<file path="src/rtl/vadd_pipe_unit_if.sv">
`timescale 1ns/1ps
// Handshake bundle for the vector add/sub pipe: operand beat in, result beat out.
interface vadd_pipe_unit_if #(
   parameter int DATA_WIDTH  = 64,
   parameter int SEW_WIDTH   = 2,
   parameter int OPSEL_WIDTH = 5
);
   logic                      in_valid;
   logic                      in_ready;
   logic [DATA_WIDTH-1:0]     vec0;
   logic [DATA_WIDTH-1:0]     vec1;
   logic [DATA_WIDTH/8-1:0]   carry_in;
   logic [SEW_WIDTH-1:0]      sew;
   logic [OPSEL_WIDTH-1:0]    opSel;
   logic                      out_valid;
   logic                      out_ready;
   logic [DATA_WIDTH-1:0]     result;
   logic [DATA_WIDTH/8-1:0]   carry_out;
   logic                      sat_flag;

   modport master (
      output in_valid, vec0, vec1, carry_in, sew, opSel, out_ready,
      input  in_ready, out_valid, result, carry_out, sat_flag
   );

   modport slave (
      input  in_valid, vec0, vec1, carry_in, sew, opSel, out_ready,
      output in_ready, out_valid, result, carry_out, sat_flag
   );
endinterface

</file>
<file path="src/rtl/vadd_pipe_unit.sv">
`timescale 1ns/1ps
// Element-partitioned vector add/sub/rsub with carry-in, carry/borrow-out and saturation.
// Latency 2 cycles (S1 partitioned sums, S2 saturation), 1 beat/cycle throughput.
// Backpressure: 2-entry skid; in_ready = ~s1_valid | s2 advancing, outputs held while stalled.
module vadd_pipe_unit #(
   parameter int DATA_WIDTH    = 64,
   parameter int SEW_WIDTH     = 2,
   parameter int OPSEL_WIDTH   = 5,
   parameter int ENABLE_64_BIT = 0
) (
   input logic              clk,
   input logic              rst,
   vadd_pipe_unit_if.slave  bus
);
   localparam int NB = DATA_WIDTH / 8;
   localparam int KW = $clog2(NB);

   logic                  s1_load, s2_load;
   logic                  s1_valid;
   logic [DATA_WIDTH-1:0] s1_sum;
   logic [NB-1:0]         s1_co, s1_ovf, s1_neg;
   logic [1:0]            s1_sew;
   logic                  s1_signed, s1_sat_en, s1_sub;

   logic [1:0]            sew_eff;
   logic                  op_sub, op_rev;
   logic [DATA_WIDTH-1:0] opa, opb, sum_d, res_d;
   logic [NB-1:0]         inject, co_d, ovf_d, neg_d;
   logic                  sat_d;

   assign s2_load     = ~bus.out_valid | bus.out_ready;
   assign s1_load     = ~s1_valid | s2_load;
   assign bus.in_ready = s1_load;

   // Subtraction becomes a + ~b + (1 - c), so the element injection is carry_in XOR sub.
   always_comb begin
      sew_eff = (bus.sew[1:0] == 2'd3 && ENABLE_64_BIT == 0) ? 2'd2 : bus.sew[1:0];
      op_sub  = bus.opSel[1];
      op_rev  = bus.opSel[1] & bus.opSel[0];
      opa     = op_rev ? bus.vec1 : bus.vec0;
      opb     = op_sub ? ~(op_rev ? bus.vec0 : bus.vec1) : bus.vec1;
      inject  = ({NB{bus.opSel[4]}} & bus.carry_in) ^ {NB{op_sub}};
   end

   always_comb begin : s1_adder
      logic          c;
      logic [7:0]    lo;
      logic [1:0]    hi;
      logic [KW-1:0] k;
      int            pos, last;
      sum_d = '0;
      co_d  = '0;
      ovf_d = '0;
      neg_d = '0;
      c     = 1'b0;
      lo    = '0;
      hi    = '0;
      k     = '0;
      pos   = 0;
      last  = (1 << sew_eff) - 1;
      for (int i = 0; i < NB; i++) begin
         pos = i & last;
         k   = KW'(i >> sew_eff);
         if (pos == 0) c = inject[k];
         lo = {1'b0, opa[i*8 +: 7]} + {1'b0, opb[i*8 +: 7]} + {7'd0, c};
         hi = {1'b0, opa[i*8+7]} + {1'b0, opb[i*8+7]} + {1'b0, lo[7]};
         sum_d[i*8 +: 8] = {hi[0], lo[6:0]};
         // Last byte of the element: record carry/borrow, signed overflow and true sign.
         if (pos == last) begin
            co_d[k]  = hi[1] ^ op_sub;
            ovf_d[k] = hi[1] ^ lo[7];
            neg_d[k] = ~hi[0];
         end
         c = hi[1];
      end
   end

   always_ff @(posedge clk or posedge rst) begin
      if (rst) begin
         s1_valid  <= 1'b0;
         s1_sum    <= '0;
         s1_co     <= '0;
         s1_ovf    <= '0;
         s1_neg    <= '0;
         s1_sew    <= '0;
         s1_signed <= 1'b0;
         s1_sat_en <= 1'b0;
         s1_sub    <= 1'b0;
      end else if (s1_load) begin
         s1_valid <= bus.in_valid;
         if (bus.in_valid) begin
            s1_sum    <= sum_d;
            s1_co     <= co_d;
            s1_ovf    <= ovf_d;
            s1_neg    <= neg_d;
            s1_sew    <= sew_eff;
            s1_signed <= bus.opSel[2];
            s1_sat_en <= bus.opSel[3] & ~bus.opSel[4];
            s1_sub    <= op_sub;
         end
      end
   end

   // Saturation is applied bytewise: only the element's top byte differs for signed limits.
   always_comb begin : s2_sat
      logic [KW-1:0] k;
      logic          sat_k;
      logic [7:0]    sv;
      int            pos, last;
      res_d = s1_sum;
      sat_d = 1'b0;
      k     = '0;
      sat_k = 1'b0;
      sv    = '0;
      pos   = 0;
      last  = (1 << s1_sew) - 1;
      for (int i = 0; i < NB; i++) begin
         pos   = i & last;
         k     = KW'(i >> s1_sew);
         sat_k = s1_sat_en & (s1_signed ? s1_ovf[k] : s1_co[k]);
         if (s1_signed)
            sv = (pos == last) ? (s1_neg[k] ? 8'h80 : 8'h7F) : (s1_neg[k] ? 8'h00 : 8'hFF);
         else
            sv = s1_sub ? 8'h00 : 8'hFF;
         if (sat_k) begin
            res_d[i*8 +: 8] = sv;
            sat_d           = 1'b1;
         end
      end
   end

   always_ff @(posedge clk or posedge rst) begin
      if (rst) begin
         bus.out_valid <= 1'b0;
         bus.result    <= '0;
         bus.carry_out <= '0;
         bus.sat_flag  <= 1'b0;
      end else if (s2_load) begin
         bus.out_valid <= s1_valid;
         if (s1_valid) begin
            bus.result    <= res_d;
            bus.carry_out <= s1_co;
            bus.sat_flag  <= sat_d;
         end
      end
   end
endmodule

</file>
<file path="src/flat_wrapper.sv">
// flat-port wrapper written by rule: the top's interface ports become plain ports
module vadd_pipe_unit_flat 
#(
   parameter int DATA_WIDTH    = 64,
   parameter int SEW_WIDTH     = 2,
   parameter int OPSEL_WIDTH   = 5,
   parameter int ENABLE_64_BIT = 0
)
  (clk, rst, bus_in_valid, bus_vec0, bus_vec1, bus_carry_in, bus_sew, bus_opSel, bus_out_ready, bus_in_ready, bus_out_valid, bus_result, bus_carry_out, bus_sat_flag);
  vadd_pipe_unit_if #(.DATA_WIDTH(DATA_WIDTH), .SEW_WIDTH(SEW_WIDTH), .OPSEL_WIDTH(OPSEL_WIDTH)) bus_i ();
  input logic clk;
  input logic rst;
  input wire logic [$bits(bus_i.in_valid)-1:0] bus_in_valid;
  input wire logic [$bits(bus_i.vec0)-1:0] bus_vec0;
  input wire logic [$bits(bus_i.vec1)-1:0] bus_vec1;
  input wire logic [$bits(bus_i.carry_in)-1:0] bus_carry_in;
  input wire logic [$bits(bus_i.sew)-1:0] bus_sew;
  input wire logic [$bits(bus_i.opSel)-1:0] bus_opSel;
  input wire logic [$bits(bus_i.out_ready)-1:0] bus_out_ready;
  output wire logic [$bits(bus_i.in_ready)-1:0] bus_in_ready;
  output wire logic [$bits(bus_i.out_valid)-1:0] bus_out_valid;
  output wire logic [$bits(bus_i.result)-1:0] bus_result;
  output wire logic [$bits(bus_i.carry_out)-1:0] bus_carry_out;
  output wire logic [$bits(bus_i.sat_flag)-1:0] bus_sat_flag;
  assign bus_i.in_valid = bus_in_valid;
  assign bus_i.vec0 = bus_vec0;
  assign bus_i.vec1 = bus_vec1;
  assign bus_i.carry_in = bus_carry_in;
  assign bus_i.sew = bus_sew;
  assign bus_i.opSel = bus_opSel;
  assign bus_i.out_ready = bus_out_ready;
  assign bus_in_ready = bus_i.in_ready;
  assign bus_out_valid = bus_i.out_valid;
  assign bus_result = bus_i.result;
  assign bus_carry_out = bus_i.carry_out;
  assign bus_sat_flag = bus_i.sat_flag;
  vadd_pipe_unit #(.DATA_WIDTH(DATA_WIDTH), .SEW_WIDTH(SEW_WIDTH), .OPSEL_WIDTH(OPSEL_WIDTH), .ENABLE_64_BIT(ENABLE_64_BIT)) u_core (.clk(clk), .rst(rst), .bus(bus_i));
endmodule
</file>
<file path="config.mk">
export PLATFORM = sky130hd
export DESIGN_NAME = vadd_pipe_unit_flat
export DESIGN_NICKNAME = d
export VERILOG_FILES = /design/src/rtl/vadd_pipe_unit_if.sv /design/src/rtl/vadd_pipe_unit.sv /design/src/flat_wrapper.sv
export SDC_FILE = /design/constraint.sdc
export NUM_CORES = 1
export LEC_CHECK = 0
export ABC_AREA = 1
export CORE_ASPECT_RATIO = 0.9
export CORE_MARGIN = 1
export CORE_UTILIZATION = 55
export DETAILED_ROUTE_END_ITERATION = 8
export PLACE_DENSITY = 0.87
export SLEW_MARGIN = 20
export SYNTH_ARGS = -nofsm -noshare
export SYNTH_HDL_FRONTEND = slang
export SYNTH_SLANG_ARGS = --single-unit
export TNS_END_PERCENT = 10
</file>
<file path="constraint.sdc">
create_clock -name clk -period 13.5 [get_ports clk]
set_input_delay 1.35 -clock clk [delete_from_list [all_inputs] [get_ports clk]]
set_output_delay 1.35 -clock clk [all_outputs]
set_load 0.05 [all_outputs]
</file>
# --- Word-level counts from Yosys, hierarchy flattened ---
# Index checks and enable logic that the tools add are counted.
word_totals:
  ff_bits: 168
  in_bits: 147
  output_inout_bits: 75
  wordCells: 361
op_classes:
  n_addsub: 34
  magnitude_cmp: 24
  eq_ne: 1
  shift: 18
  mux: 193
  bitwise_logic: 45
  reduce_logical: 33
ops:
  columns: ["op", "n"]
  rows:
  - ["2-to-1 mux 8 bit", 65]
  - ["logical NOT 32 bit", 9]
  - ["2-to-1 mux 64 bit", 3]
  - ["logical NOT 31 bit", 6]
  - ["logical NOT 30 bit", 6]
  - ["bitwise mux 8 bit", 21]
  - ["binary-select mux 1 bit (select 3 bit)", 32]
  - ["adder 7 x 7 -> 8 bit", 8]
  - ["adder 8 x 1 -> 8 bit", 8]
  - ["less-than comparator 3 x 4 -> 1 bit, second input constant", 16]
  - ["inverter 64 bit", 1]
  - ["<< shifter 1 x 2 -> 32 bit, first input constant", 2]
  - ["subtractor 32 x 2 -> 32 bit, second input constant", 2]
  - ["2-to-1 mux 1 bit", 63]
  - ["logical NOT 29 bit", 2]
  - ["AND 8 bit", 4]
  - ["demux 1 bit (select 3 bit)", 8]
  - ["greater-or-equal comparator 3 x 1 -> 1 bit, second input constant", 8]
  - ["right shift 3 x 2 -> 3 bit, first input constant", 8]
  - ["adder 1 x 1 -> 2 bit", 8]
  - ["adder 2 x 1 -> 2 bit", 8]
  - ["bitwise XOR 1 bit", 16]
  - ["right shift 1 x 2 -> 3 bit, first input constant", 4]
  - ["right shift 2 x 2 -> 3 bit, first input constant", 4]
  - ["other kinds (8)", 36]

# --- Depth between registers and ports, before layout ---
# Gate-level depths: netlist of run 1.
depth:
  word_depth: 31
  ltp_mapped: 50

# --- Worst setup path before layout of run 1 ---
# OpenSTA, ideal clock, no wires.
synth_timing:
  path_type: "input-to-reg"
  start: "input bus_opSel[1]"
  end: "register u_core.s1_co[3]"
  arrival_ns: 8.659
  t_required_ns: 13.365
  slack_ns: 4.706
  stages: 46
  path_buffers: 2
  cell_sequence: "buf_2 > clkinv_1 > clkbuf_1 > mux2i_1 > fa_1 > nand3b_1 > nand2_1 > nand4_1 > nand3_1 > inv_1 > fa_1 > inv_1 > nand2_1 > o21ai_0 > inv_1 > fa_1 > inv_1 > nand3_1 > (+10 left out) > o211ai_1 > inv_1 > fa_1 > o22ai_1 > inv_1 > fa_1 > nand3b_1 > nand2_1 > nand4_1 > nand2_1 > inv_1 > fa_1 > inv_1 > nand2_1 > nand2_1 > inv_1 > a21oi_1 > a22oi_1"
synth_between:
  elab_chain_cells: 31
  elab_cells_between_ends: 85
  cone_classes: "add/sub (32); mux (41); bitwise (12)"
synth_lines:
  columns: ["element", "line", "text"]
  rows:
  - ["from (decl)", "flat_wrapper.sv:18", "input wire logic [$bits(bus_i.opSel)-1:0] bus_opSel;"]
  - ["AND 1 bit", "vadd_pipe_unit.sv:39", "op_rev = bus.opSel[1] & bus.opSel[0];"]
  - ["2-to-1 mux 64 bit", "vadd_pipe_unit.sv:41", "opb = op_sub ? ~(op_rev ? bus.vec0 : bus.vec1) : bus.vec1;"]
  - ["inverter 64 bit", "vadd_pipe_unit.sv:41", null]
  - ["2-to-1 mux 64 bit", "vadd_pipe_unit.sv:41", null]
  - ["adder 7 x 7 -> 8 bit", "vadd_pipe_unit.sv:65", "lo = {1'b0, opa[i*8 +: 7]} + {1'b0, opb[i*8 +: 7]} + {7'd0, c};"]
  - ["adder 8 x 1 -> 8 bit", "vadd_pipe_unit.sv:65", null]
  - ["adder 2 x 1 -> 2 bit", "vadd_pipe_unit.sv:66", "hi = {1'b0, opa[i*8+7]} + {1'b0, opb[i*8+7]} + {1'b0, lo[7]};"]
  - ["2-to-1 mux 1 bit", "vadd_pipe_unit.sv:64", "if (pos == 0) c = inject[k];"]
  - ["(+15 left out)", null, null]
  - ["adder 8 x 1 -> 8 bit", "vadd_pipe_unit.sv:65", null]
  - ["adder 2 x 1 -> 2 bit", "vadd_pipe_unit.sv:66", null]
  - ["2-to-1 mux 1 bit", "vadd_pipe_unit.sv:64", null]
  - ["adder 8 x 1 -> 8 bit", "vadd_pipe_unit.sv:65", null]
  - ["adder 2 x 1 -> 2 bit", "vadd_pipe_unit.sv:66", null]
  - ["bitwise XOR 1 bit", "vadd_pipe_unit.sv:70", "co_d[k] = hi[1] ^ op_sub;"]
  - ["bitwise mux 8 bit", "vadd_pipe_unit.sv:70", null]
  - ["2-to-1 mux 8 bit (*)", "vadd_pipe_unit.sv:69", "if (pos == last) begin"]
  - ["to (signal assigned)", "vadd_pipe_unit.sv:93", "s1_co <= co_d;"]
  - ["to (decl)", "vadd_pipe_unit.sv:21", "logic [NB-1:0] s1_co, s1_ovf, s1_neg;"]
# Every way passes the cells marked *; elsewhere a longest branch is shown, timed or not. The select of a mux whose other input is x is not followed.
# A chain may end at the register's enable or synchronous reset.

# --- Final worst setup path of run 1 ---
layout_timing:
  start: "input bus_opSel[0]"
  end: "register u_core.s1_co[3]"
layout_between:
  elab_chain_cells: 31
  elab_cells_between_ends: 68
  cone_classes: "add/sub (32); mux (25); bitwise (11)"
layout_lines:
  columns: ["element", "line"]
  rows:
  - ["AND 1 bit (*)", "vadd_pipe_unit.sv:39"]
  - ["2-to-1 mux 64 bit", "vadd_pipe_unit.sv:41"]
  - ["inverter 64 bit", "vadd_pipe_unit.sv:41"]
  - ["2-to-1 mux 64 bit", "vadd_pipe_unit.sv:41"]
  - ["adder 7 x 7 -> 8 bit", "vadd_pipe_unit.sv:65"]
  - ["adder 8 x 1 -> 8 bit", "vadd_pipe_unit.sv:65"]
  - ["adder 2 x 1 -> 2 bit", "vadd_pipe_unit.sv:66"]
  - ["2-to-1 mux 1 bit", "vadd_pipe_unit.sv:64"]
  - ["(+15 left out)", null]
  - ["adder 8 x 1 -> 8 bit", "vadd_pipe_unit.sv:65"]
  - ["adder 2 x 1 -> 2 bit", "vadd_pipe_unit.sv:66"]
  - ["2-to-1 mux 1 bit", "vadd_pipe_unit.sv:64"]
  - ["adder 8 x 1 -> 8 bit", "vadd_pipe_unit.sv:65"]
  - ["adder 2 x 1 -> 2 bit", "vadd_pipe_unit.sv:66"]
  - ["bitwise XOR 1 bit", "vadd_pipe_unit.sv:70"]
  - ["bitwise mux 8 bit", "vadd_pipe_unit.sv:70"]
  - ["2-to-1 mux 8 bit (*)", "vadd_pipe_unit.sv:69"]
# Every way passes the cells marked *; elsewhere a longest branch is shown, timed or not.

==> flow_summary.yaml, run 1 <==
place:
  gp_congestion: 0.972
  dp.cells: 2380
  io_buffers: 221
  pre_cts_ws_ns: 2.67
  hpwl_um: 31300
timing:
  worst_pin_slew_ns: 1.05
  max_freq_ghz: 0.0955
  fin_skew_ns: 0.00972
  fin_hold_ws_ns: 0.482
  period_needed_ns: 10.48
  drv_slew: 0
  rsz0062_at_grt: "false"
  period_share_pct: 77.6
  hold_viol: 0
  maxSlewHeadroom_pct: 29.7
  setup_viol_count_final: 0
  setup_tns_ns: 0
  setup_slack_ns: 3.02
synth:
  synth_ff_type: "dfrtp_1"
  synth_cells: 1943
  synth_warnings: 0
  synth_nets: 2169
  synth.distinct_cells: 56
  synthArstFlopShare_pct: 100
  syn-cell-area_mm2: 0.0133
  syn_area_per_cell_um2: 6.85
  yosysSeqAreaShare_pct: 31.6
  ys_seq_elements: 168
  synth_edf_count: 0
drt:
  drt_drc_violations_left: 8
  vias: 13800
  drt_pass1_iterations: 9
  vias_per_cell: 5.72
  drtAntennaViolNets: 0
  wl_per_cell_um: 17.2
  wl_um: 41400
  drt_iter0_markers: 1616
die:
  fp.dieH_um: 150
  die_area_mm2: 0.0248
  pin_count: 222
  fp.dieW_um: 166
  start_util_pct: 56.5
  num_rows: 53
  core_area_mm2: 0.0235
setup_path:
  r2r_start: "u_core.s1_sew[1]$_DFFE_PP0P_"
  cpMostUsedCell: "inv_1"
  startpoint: "bus_opSel[0]"
  crit_type: "input port to flip-flop"
  regToRegSetupSlack_ns: 10.09
  r2r_end: "u_core.bus.result[15]$_DFFE_PP0P_"
  cp-end-kind: "flip-flop"
  max_stage_delay_ns: 0.56
  reg2regPathDepth: 14
  critPathLaunchType: "input port"
  worstPathArrival_ns: 10.77
  cpMaxStageDelayCell: "buf_4"
  crit_fanout: 77
  cp.required_ns: 13.79
layout:
  stdcell_count: 2412
  drive_above_1_share_pct: 5.78
  fillerInstances: 1956
  nets: 2323
  area_growth_pct: 20.8
  diodes: 0
outcome:
  violations: "design-rule violations"
  status: "complete, but fails checks"
global_route:
  grt_pass1_wl_um: 65400
  antenna_found_initial: 1
  grt_util_all_layers_pct: 33.7
  grt_max_degree: 112
  grt-ovfl-total: 0
  grt_pass1_vias: 12300
clock_network:
  htree_levels: 4
  cts_resized: 0
  cts_hold_buf: 0
  cts_sinks: 168
  cts.path.max_buffers: 2
  postCtsSetupRepairBufs: 0
  cts-root-buf: "clkbuf_16"
  cts_buffers: 17
  cts.clk_slew.worst_paths_ns: 0.07
  clock_latency_ns: 0.45
  cts_tree: "done"
flow_run:
  drv_cap: 0
worst_hold_path:
  worstHoldStart: "u_core.bus.result[15]$_DFFE_PP0P_"
  hold_path.class: "flip-flop to flip-flop"
  holdPathEnd: "u_core.bus.result[15]$_DFFE_PP0P_"
  min_path_cells: 2
pwr:
  irDropWorstVdd_mv: 0.108
  power_density_mw_per_mm2: 160
  p_leak_nw: 7.93
where the power goes:
group	internal (mW)	switching, mW	total [mW]	leakage (nW)
clock	0.251	0.246	0.497	0.291
sequential	0.661	0.139	0.800	2.05
combinational	0.434	0.843	1.28	5.59
total	1.35	1.23	2.57	7.93
flip-flops by register name, indices dropped and copies added (netlist names):
| register | count |
|---|---|
| u_core.bus.carry_out | 8 |
| u_core.bus.out_valid | 1 |
| u_core.bus.result | 64 |
| u_core.bus.sat_flag | 1 |
| u_core.s1_co | 8 |
| u_core.s1_neg | 8 |
| u_core.s1_ovf | 8 |
| u_core.s1_sat_en | 1 |
| u_core.s1_sew | 2 |
| u_core.s1_signed | 1 |
| u_core.s1_sub | 1 |
| u_core.s1_sum | 64 |
| u_core.s1_valid | 1 |
area by class of cell:
| class | count | area, µm² | area share, % |
|---|---|---|---|
| clock buffer | 17 | 425 | 2.65 |
| clock inverter | 15 | 175 | 1.09 |
| inverter | 180 | 691 | 4.30 |
| multi-input combinational | 1498 | 7910 | 49.2 |
| sequential | 168 | 4200 | 26.2 |
| tap | 302 | 378 | 2.35 |
| timing repair buffer | 232 | 2290 | 14.3 |
layer usage:
layer  part of all wire [%]  wire length (µm)  vias up  global-route usage (%)
met5                  0.031                13        -                       0
met4                    2.3               972        2                    10.5
met1                     42             17300     6393                    47.1
met3                     11              4730       75                    7.11
li1                       -                 -     6589                       -
met2                     45             18500      742                    52.5
stage by stage:
stage                     util (%)  area [µm²]  total power [mW]
after global routing          68.3       16100              2.71
after floorplan                  -       13300              1.63
after global placement        65.7       15500              2.02
final                         68.3       16100              2.57
after CTS                     68.3       16100              2.56
after detailed placement      65.7       15500              2.06
cell families (layout without fill, tap and decap cells):
logic type / count (synthesis) / in the layout / synth area share [%]
simple gates: 982 / 982 / 31.3
compound gates: 396 / 396 / 16.4
fa+ha+maj: 79 / 79 / 8.78
buf+inv: 277 / 444 / 9.11
xor+xnor: 27 / 27 / 1.78
flops: 168 / 168 / 31.6
mux: 14 / 14 / 1.05
critical path: cells and delay by family:
kind,cells,cell delay (ns)
simple gates,17,2.31
buf+inv,13,2.05
fa+ha+maj,8,3.59
compound gates,9,1.46
placed cells by master (no fill, tap or decap), drive strengths merged, types with 17 or more instances in the layout:
cell / count
fa: 24
o21ai: 260
ha: 55
nand3: 140
clkbuf: 17
nor2: 77
clkdlybuf4s50: 220
inv: 186
dfrtp: 168
a21oi: 95
xor2: 19
nand2: 733
synth_stat cells, types with 5 or more instances:
master    number  area [µm²]
clkbuf_1      41         154
ha_1          55         688
o21ai_1       11        55.1
nand2_2       13        81.3
nand3_2        9        90.1
nand2_1      715        2680
dfrtp_1      168        4200
nand2b_1       5        31.3
nand4_1        7        43.8
nand3_1      126         631
xnor2_1        8        70.1
buf_6          8        90.1
inv_2          9        33.8
o22ai_1        9        56.3
a31oi_2        6        75.1
inv_1        167         627
buf_4         10        75.1
fa_1          24         480
nor2_1        71         267
o21ai_0      245        1230
buf_1          6        22.5
a31oi_1        7        43.8
xor2_1        19         166
or2_2          7        43.8
buf_2         29         145
nand3_4        5        87.6
nand3b_1       7        52.6
mux2i_1       14         140
a21oi_1       89         445
worst max path at each step:
stage	endpoint	slack [ns]
floorplan	u_core.s1_co[3]$_DFFE_PP0P_	4.71
global placement	u_core.s1_co[3]$_DFFE_PP0P_	3.09
detailed placement	u_core.s1_co[3]$_DFFE_PP0P_	2.67
CTS	u_core.s1_co[3]$_DFFE_PP0P_	3.10
global route	u_core.s1_co[3]$_DFFE_PP0P_	2.18
finish	u_core.s1_co[3]$_DFFE_PP0P_	3.02
Note: power is estimated with default switching activity, not from simulation.
==> run 2: changes to the inputs <==
--- a/config.mk
+++ b/config.mk
@@ -8,9 +8,9 @@
 export ABC_AREA = 1
 export CORE_ASPECT_RATIO = 0.9
 export CORE_MARGIN = 1
-export CORE_UTILIZATION = 55
+export CORE_UTILIZATION = 50
 export DETAILED_ROUTE_END_ITERATION = 8
-export PLACE_DENSITY = 0.87
+export PLACE_DENSITY = 0.84
 export SLEW_MARGIN = 20
 export SYNTH_ARGS = -nofsm -noshare
 export SYNTH_HDL_FRONTEND = slang
==> constraint.sdc (replaced) <==
create_clock -name clk -period 8.7 [get_ports clk]
set_input_delay 0.87 -clock clk [delete_from_list [all_inputs] [get_ports clk]]
set_output_delay 0.87 -clock clk [all_outputs]
set_load 0.05 [all_outputs]
==> run 2 against run 1 <==
  * Critical path depth is the same
  * Global-route usage decreased by 2.9 points
  * Worst hold slack worse by 0.0033 ns
  * Clock skew up 0.00086 ns
  * Routed wire length is 1.6% higher
  * Largest power group unchanged
  * Sequential share of layout area decreased by 0.70 points
  * Non-clock buffer count is 49 higher
  * Core utilization shrank 4.9 points
  * Power up 56%
  * Sequential power grew 55%
  * The flow now finishes without violations
==> flow_summary.yaml, run 2 (synthesis results as in run 1) <==
outcome:
  status: "completed"
setup_path:
  crit_type: "input port to flip-flop"
  cpMostUsedCell: "nand2_1"
  crit_fanout: 3
  startpoint: "bus_carry_in[2]"
  cp-end-kind: "flip-flop"
  worstPathArrival_ns: 8.45
  cpMaxStageDelayCell: "clkdlybuf4s50_1"
  r2r_start: "u_core.bus.out_valid$_DFFE_PP0P_"
  regToRegSetupSlack_ns: 5.54
  cp.required_ns: 8.99
  reg2regPathDepth: 8
  critPathLaunchType: "input port"
  max_stage_delay_ns: 0.48
place:
  gp_congestion: 0.969
  io_buffers: 221
  hpwl_um: 32600
  placed_area_mm2: 0.0159
flow_run:
  drv_cap: 0
global_route:
  grt-ovfl-total: 0
  grt_pass1_wl_um: 66100
  grt_util_all_layers_pct: 30.8
  grt_max_degree: 114
  grt_pass1_vias: 12600
  antenna_found_initial: 2
timing:
  drv_slew: 0
  maxSlewHeadroom_pct: 32.5
  fin_skew_ns: 0.0106
  period_needed_ns: 8.16
  setup_tns_ns: 0
  setup_viol_count_final: 0
  period_share_pct: 93.8
  fin_hold_ws_ns: 0.479
  rsz0062_at_grt: "false"
  max_freq_ghz: 0.123
  hold_viol: 0
  worst_pin_slew_ns: 1.01
clock_network:
  cts_hold_buf: 0
  clock_latency_ns: 0.44
  cts_buffers: 17
  cts.clk_slew.worst_paths_ns: 0.07
  cts.path.max_buffers: 2
  cts_sinks: 168
  cts-root-buf: "clkbuf_16"
  cts_tree: "done"
  htree_levels: 4
layout:
  nets: 2373
  final_common_cell: "nand2_1"
  fin_area_mm2: 0.0165
  reg_top3: "u_core.bus.result: 64 flops, u_core.s1_sum: 64 flops"
  drive_above_1_share_pct: 8.15
  area_growth_pct: 24.1
  fillerInstances: 2319
  diodes: 0
  fin_util_pct: 63.4
  mostFrequentLayoutCells: "nand2_1, o21ai_0, clkdlybuf4s50_1"
drt:
  vias_per_cell: 5.54
  vias: 13900
  wl_um: 42100
  drtAntennaViolNets: 0
  drt_drc_violations_left: 0
  drt_iter0_markers: 1410
  drt_pass1_iterations: 7
  wl_per_cell_um: 16.8
pwr:
  power_density_mw_per_mm2: 242
  irDropWorstVdd_mv: 0.144
  p_leak_nw: 8.18
  power_mw: 4.00
die:
  num_rows: 56
  start_util_pct: 51.0
  pin_count: 222
  core_area_mm2: 0.0261
  fp.dieW_um: 174
  die_area_mm2: 0.0273
  fp.dieH_um: 157
worst_hold_path:
  worstHoldStart: "u_core.bus.result[59]$_DFFE_PP0P_"
  min_path_cells: 2
  hold_path.class: "flip-flop to flip-flop"
-- run 2: cell count changes in the layout (fill, tap and decap cells not counted), sizes merged --
cell / change
buf: +49
bufinv: +1
clkbuf: +1
clkdlybuf4s50: -2
clkinvlp: +1
dlymetal6s2s: +2
inv: -3
nand2: +1
-- run 2: final timing paths --
check	to
worst max-delay path	u_core.s1_co[3]$_DFFE_PP0P_
worst min-delay path	u_core.bus.result[59]$_DFFE_PP0P_
worst max register to register	u_core.s1_ovf[1]$_DFFE_PP0P_
worst min register to register	u_core.bus.result[59]$_DFFE_PP0P_
max in group asynchronous	u_core.s1_sum[11]$_DFFE_PP0P_
min in group asynchronous	u_core.bus.result[44]$_DFFE_PP0P_
-- run 2: power by group --
group | internal [mW] | total [mW] | switching [mW] | leakage (nW)
sequential | 1.03 | 1.24 | 0.212 | 2.05
combinational | 0.708 | 2.02 | 1.31 | 5.86
clock | 0.402 | 0.745 | 0.343 | 0.277
total | 2.14 | 4.00 | 1.87 | 8.18
-- run 2: routing by layer --
metal | wire length, µm | part of all wire, % | up-vias | global-route usage [%]
met4 | 1110 | 2.6 | 2 | 9.69
met5 | 13 | 0.031 | - | 0
met2 | 18800 | 45 | 711 | 47.9
met3 | 4080 | 9.7 | 92 | 5.39
met1 | 18100 | 43 | 6399 | 43.6
li1 | - | - | 6700 | -
-- run 2: cell type report --
cell class	count	area (µm²)	share of cell area [%]
clock buffers	18	429	2.60
clock inverters	14	141	0.856
inverters	180	693	4.20
multi-input cells	1499	7930	48.0
flip-flops and latches	168	4200	25.5
well taps	348	435	2.64
repair buffers	281	2680	16.2
-- run 2: timing repair --
action                                  4_1_cts  5_1_grt
endpoints found under the setup margin        0       15
buffers inserted                              0        1
gates resized for setup                       0        8
-- run 2: through the flow --
stage	setup slack (ns)	std cells
after floorplan	0.386	1943
after global placement	0.0798	2474
after detailed placement	-0.220	2474
after CTS	0.211	2506
after global routing	0.0446	2508
final	0.540	2508
-- run 2: critical path: cells and delay by family --
| kind | cells | cell delay (ns) |
|---|---|---|
| AOI/OAI and AO/OA | 8 | 0.99 |
| xor gates and xnor gates | 1 | 0.17 |
| adders and majority gates | 8 | 3.32 |
| buffers and inverters | 11 | 1.28 |
| and+or+nand+nor | 19 | 1.83 |
